**src/rtl/ccff_pkg.sv**
```systemverilog
// Shared types and helpers for the CCFF configuration-chain loader.
package ccff_pkg;

  typedef enum logic [1:0] {
    IDLE  = 2'd0,
    FETCH = 2'd1,
    SHIFT = 2'd2,
    DONE  = 2'd3
  } ccff_state_t;

  // Number of bitstream words needed to fill one pass of the chain.
  function automatic int words_per_pass(input int chain_len, input int word_w);
    return (chain_len + word_w - 1) / word_w;
  endfunction

endpackage

```
**src/rtl/ccff_word_serializer.sv**
```systemverilog
// Holds one bitstream word and hands it out LSB-first, one bit per shift,
// flagging the last bit of the word so the sequencer knows when to refetch.
module ccff_word_serializer #(
  parameter int WORD_W = 8
) (
  input  logic              clk,
  input  logic              rst_n,
  input  logic              load,
  input  logic [WORD_W-1:0] data,
  input  logic              shift,
  output logic              head_bit,
  output logic              last
);

  localparam int WB_W = $clog2(WORD_W + 1);
  localparam logic [WB_W-1:0] WB_FULL = WB_W'(WORD_W);
  localparam logic [WB_W-1:0] WB_ONE  = WB_W'(1);

  logic [WORD_W-1:0] sr;
  logic [WB_W-1:0]   wordbits;

  // A fresh word replaces whatever is left of the previous one; leftover bits
  // of a truncated final word are simply overwritten.
  always_ff @(posedge clk) begin
    if (!rst_n) begin
      sr       <= '0;
      wordbits <= '0;
    end else if (load) begin
      sr       <= data;
      wordbits <= WB_FULL;
    end else if (shift) begin
      sr       <= sr >> 1;
      wordbits <= wordbits - WB_ONE;
    end
  end

  assign head_bit = sr[0];
  assign last     = (wordbits == WB_ONE);

endmodule

```
**src/rtl/ccff_chain_loader.sv**
```systemverilog
// Programs a tile's configuration chain from a valid/ready bitstream and
// optionally re-sends the stream to check what comes out of the chain tail.
module ccff_chain_loader
  import ccff_pkg::*;
#(
  parameter int CHAIN_LEN = 160,
  parameter int WORD_W    = 8,
  parameter int CNT_W     = $clog2(CHAIN_LEN + 1)
) (
  input  logic              prog_clk,
  input  logic              pReset_n,
  input  logic              start,
  input  logic              verify_en,
  input  logic              abort,
  input  logic              bs_valid,
  input  logic [WORD_W-1:0] bs_data,
  output logic              bs_ready,
  output logic              ccff_head,
  input  logic              ccff_tail,
  output logic              config_enable,
  output logic              config_readback,
  output logic              busy,
  output logic              done,
  output logic [CNT_W-1:0]  err_cnt
);

  localparam int BIT_W = $clog2(CHAIN_LEN + 1);
  localparam logic [BIT_W-1:0] LAST_BIT = BIT_W'(CHAIN_LEN - 1);
  localparam logic [BIT_W-1:0] BIT_ONE  = BIT_W'(1);
  localparam logic [CNT_W-1:0] ERR_ONE  = CNT_W'(1);

  ccff_state_t      state_q, state_d;
  logic [BIT_W-1:0] bitcnt;
  logic             pass;
  logic             verify;
  logic             cmp_en;
  logic             begin_seq;
  logic             load;
  logic             shift;
  logic             ser_bit;
  logic             word_last;
  logic             pass_end;

  assign pass_end = (bitcnt == LAST_BIT);
  assign busy     = (state_q != IDLE);

  ccff_word_serializer #(
    .WORD_W (WORD_W)
  ) u_ser (
    .clk      (prog_clk),
    .rst_n    (pReset_n),
    .load     (load),
    .data     (bs_data),
    .shift    (shift),
    .head_bit (ser_bit),
    .last     (word_last)
  );

  // Next-state and handshake decode; abort overrides everything and returns to IDLE.
  always_comb begin
    state_d   = state_q;
    bs_ready  = 1'b0;
    done      = 1'b0;
    load      = 1'b0;
    shift     = 1'b0;
    begin_seq = 1'b0;
    case (state_q)
      IDLE: begin
        if (start) begin
          begin_seq = 1'b1;
          state_d   = FETCH;
        end
      end
      FETCH: begin
        bs_ready = 1'b1;
        if (bs_valid) begin
          load    = 1'b1;
          state_d = SHIFT;
        end
      end
      SHIFT: begin
        shift = 1'b1;
        if (pass_end) begin
          state_d = (verify && !pass) ? FETCH : DONE;
        end else if (word_last) begin
          state_d = FETCH;
        end
      end
      DONE: begin
        done    = 1'b1;
        state_d = IDLE;
      end
      default: state_d = IDLE;
    endcase
    if (abort) begin
      state_d   = IDLE;
      bs_ready  = 1'b0;
      done      = 1'b0;
      load      = 1'b0;
      shift     = 1'b0;
      begin_seq = 1'b0;
    end
  end

  // State register plus the registered chain drive; the chain only sees a bit when enable is high.
  always_ff @(posedge prog_clk) begin
    if (!pReset_n) begin
      state_q       <= IDLE;
      ccff_head     <= 1'b0;
      config_enable <= 1'b0;
      cmp_en        <= 1'b0;
    end else begin
      state_q       <= state_d;
      ccff_head     <= shift & ser_bit;
      config_enable <= shift;
      cmp_en        <= shift & pass;
    end
  end

  // Pass bookkeeping: bit position within the pass and which pass is running.
  always_ff @(posedge prog_clk) begin
    if (!pReset_n) begin
      bitcnt <= '0;
      pass   <= 1'b0;
      verify <= 1'b0;
    end else if (begin_seq) begin
      bitcnt <= '0;
      pass   <= 1'b0;
      verify <= verify_en;
    end else if (shift) begin
      if (pass_end) begin
        bitcnt <= '0;
        if (verify && !pass) begin
          pass <= 1'b1;
        end
      end else begin
        bitcnt <= bitcnt + BIT_ONE;
      end
    end
  end

  // Readback flag rises as the second pass begins and stays up through DONE.
  always_ff @(posedge prog_clk) begin
    if (!pReset_n) begin
      config_readback <= 1'b0;
    end else if (state_d == IDLE) begin
      config_readback <= 1'b0;
    end else if (shift && pass_end && verify && !pass) begin
      config_readback <= 1'b1;
    end
  end

  // Tail-versus-head comparison runs one cycle behind each second-pass shift,
  // aligned with the registered head bit; the count sticks at all-ones.
  always_ff @(posedge prog_clk) begin
    if (!pReset_n) begin
      err_cnt <= '0;
    end else if (begin_seq) begin
      err_cnt <= '0;
    end else if (cmp_en && !abort && (ccff_tail != ccff_head) && (err_cnt != '1)) begin
      err_cnt <= err_cnt + ERR_ONE;
    end
  end

endmodule

```
**config.mk**
```make
export PLATFORM = sky130hd
export DESIGN_NAME = ccff_chain_loader
export DESIGN_NICKNAME = d
export VERILOG_FILES = /design/src/rtl/ccff_pkg.sv /design/src/rtl/ccff_word_serializer.sv /design/src/rtl/ccff_chain_loader.sv
export SDC_FILE = /design/constraint.sdc
export NUM_CORES = 1
export LEC_CHECK = 0
export BUFFER_PORTS_ARGS = -buffer_cell sky130_fd_sc_hd__buf_2
export CAP_MARGIN = 30
export CORE_ASPECT_RATIO = 1.75
export CORE_UTILIZATION = 35
export DETAILED_ROUTE_END_ITERATION = 16
export SYNTH_ARGS = -nofsm -noshare
export SYNTH_HDL_FRONTEND = slang
export SYNTH_SLANG_ARGS = --single-unit
```
**constraint.sdc**
```tcl
create_clock -name prog_clk -period 2.42 [get_ports prog_clk]
set_input_delay 0.484 -clock prog_clk [delete_from_list [all_inputs] [get_ports prog_clk]]
set_output_delay 0.484 -clock prog_clk [all_outputs]
set_load 0.05 [all_outputs]
```
==> flow_summary_export.csv <==
group,metric,value,unit
run_status,status,"complete, but fails checks",
run_status,violations,"DRC",
floorplan,dieArea,5100,sq um
finish,n_antenna_cell,0,
floorplan,core,4670,sq um
timing,final.setup_skew,0.00645,ns
timing,setup_viol,0,
detailed_routing,vias,1481,
yosys,syn_nets,208,
finish,utilization,0.425,
cts,postCtsHoldBufs,0,
timing,rsz0062_at_grt,"false",
timing,tns,0,ns
finish,fin_nets,241,
worst_setup_path,worstPathBufferInverterCount,1,
yosys,synthCells,189,
yosys,synth-main-ff-cell,"dfxtp_1",
worst_setup_path,path_cells,"nor3b_1, buf_2",
yosys,postSynth.asyncResetShare,0,
yosys,yosysTopAreaCell,"dfxtp_1",
cts,cts_buffer_depth,2,
finish,register_area,721,sq um
cts,clkTransAtPathRegs,0.07,ns
floorplan,start_util,0.361,
worst_setup_path,worst_setup_path_end_kind,"primary output",
run,maxCapViolCount,0,
worst_setup_path,worst_ep_required_time,1.94,ns
floorplan,io_pins,29,
yosys,ys_seq_elements,36,
global_routing,antenna_found_initial,0,
cts,cts-root-buf,"clkbuf_8",
timing,max_freq,535,MHz
placed_design,dpl.cell_count,267,
worst_setup_path,max_stage_delay,0.46,ns
yosys,synth.most_common_cell,"dfxtp_1",
hold_path,holdCritPathClass,"in -> reg",
cts,cts.sinks,36,
floorplan,num_rows,33,
global_routing,grt_pass1_wl,6120,microns
placed_design,place_hpwl,2740,microns
yosys,synth.distinct_cells,48,
cts,cts_buffers,5,
yosys,netlist_area,1680,sq um
worst_setup_path,startpoint_type,"flip-flop",
yosys,synth_common_cells,"dfxtp_1, nand2_1, nor2_1",
global_routing,grtUsageTotal,0.166,
timing,min_period_over_period,0.773,
finish,multiInputGateArea,922,sq um
detailed_routing,wl_per_cell,13.4,microns
yosys,syn_avg_cell_area,8.91,sq um
floorplan,die_h,93.8,microns
timing,maxSlewHeadroom,0.644,
timing,worstMarginPinSlew,0.532,ns
global_routing,grt_pass1_vias,1428,
timing,finalHoldViolations,0,
placed_design,port_buffers,28,
detailed_routing,drc,2,
cts,ctsResizeCount,0,
worst_setup_path,crit_slowest_cell,"dfxtp_1",
power,powerDensity,565,nW/um^2
finish,area_growth,17.7,%
yosys,synth.area.top_cells,"dfxtp_1, nand2_1, a21oi_1, nor2_1, xnor2_1",
detailed_routing,drtIter0Drc,26,
yosys,synth_edf_count,0,
detailed_routing,antenna_left,0,
yosys,yosysWarningCount,0,
finish,stdcell_count,274,
cts,htreeDepth,2,
cts,post_cts_buffers,0,
yosys,ys_seq_area_frac,0.428,
power,ir_worst_vdd,0.387,mV
worst_setup_path,timing.critical_path.max_delay_family,"flip-flops",
detailed_routing,first_pass_iters,10,
cts,clk_latency,0.29,ns
timing,maxSlewViolCount,0,
finish,fill_cells,489,
yosys,synth_top_area_frac,0.428,
worst_setup_path,crit_type,"reg -> out",
cts,cts_tree,"built",
timing,period_minus_slack,1.87,ns
worst_setup_path,crit_fanout,8,
power,p_leak,0.781,nW
finish,drive_above_1_share,0.216,
detailed_routing,wl,3680,microns
global_routing,grt-ovfl-total,0,
global_routing,grt_max_degree,22,
placed_design,gp_congestion,0.753,
detailed_routing,viasPerCell,5.41,
floorplan,fp.dieW,54.4,microns
worst_setup_path,critPathArrivalTime,1.39,ns
-- flip-flops by register name, indices dropped and copies added, names as in the netlist --
register / flops
u_ser.wordbits: 4
verify: 1
err_cnt: 8
bitcnt: 8
pass: 1
ccff_head: 1
config_readback: 1
config_enable: 1
state_q: 2
u_ser.sr: 8
cmp_en: 1
-- final cells by class --
cell class,instances,share of cell area
Clock buffer,7,0.0486
Inverter,4,0.00758
Multi-Input combinational cell,144,0.465
Sequential cell,36,0.364
Tap cell,52,0.0328
Timing Repair Buffer,31,0.0821
-- final timing paths --
kind / startpoint / to / slack, ns / cells after the start
worst max-delay path: state_q[0] / bs_ready / 0.55 / 2
worst min-delay path: bs_data[7] / u_ser.sr[7] / 0.43 / 3
worst max register to register: u_ser.wordbits[0] / config_readback / 0.73 / 5
worst min register to register: u_ser.sr[3] / u_ser.sr[3] / 0.45 / 2
-- tightest hold or removal path: stages --
cell	delay, ns
buf_2	0.09
nand2_1	0.04
a21oi_1	0.05
-- metal layers --
metal  vias to the layer above  track usage  routed length, microns
met5                         -            0                       0
met4                         0       0.0769                      76
met3                         7       0.0437                     148
met2                        32        0.307                    2020
met1                       695        0.157                    1440
li1                        747            -                       -
-- cells by family after synthesis --
| family | count (synthesis) | synth area share |
|---|---|---|
| simple gates | 89 | 0.293 |
| compound gates | 37 | 0.147 |
| flops | 36 | 0.428 |
| xor+xnor | 11 | 0.0572 |
| buf+inv | 9 | 0.0275 |
| fa+ha+maj | 4 | 0.0297 |
| mux | 3 | 0.0178 |
-- metrics by stage --
step / total power [mW] / hold WS [ns] / setup WS [ns] / instance area, sq um
6_report: 1.12 / 0.427 / 0.549 / 1980
5_1_grt: 1.17 / 0.431 / 0.491 / 1980
4_1_cts: 1.14 / 0.420 / 0.546 / 1980
3_5_place_dp: 0.680 / 0.448 / 0.590 / 1890
3_3_place_gp: 0.680 / 0.444 / 0.636 / 1890
2_1_floorplan: 0.651 / 0.436 / 0.0229 / 1680
-- cell usage in the layout (no fill, tap or decap), types with 4 or more instances in the layout --
master / Yosys / final
a21oi_1: 13 / 13
a22oi_1: 6 / 6
and3_1: 7 / 7
buf_2: 1 / 28
clkbuf_8: 0 / 7
dfxtp_1: 36 / 36
ha_1: 4 / 4
inv_1: 4 / 4
nand2_1: 23 / 23
nand2b_1: 4 / 4
nand3_1: 7 / 7
nand4_1: 5 / 5
nor2_1: 17 / 17
nor3_1: 4 / 4
o21ai_0: 5 / 5
xnor2_1: 6 / 6
xor2_1: 5 / 5
-- where the power goes --
| part | internal (mW) | total, mW | switching, mW |
|---|---|---|---|
| sequential | 0.598 | 0.603 | 0.00488 |
| clock | 0.253 | 0.454 | 0.201 |
| combinational | 0.0244 | 0.0633 | 0.0389 |
| total | 0.875 | 1.12 | 0.244 |
No activity file was read; power rests on OpenSTA's default activity.
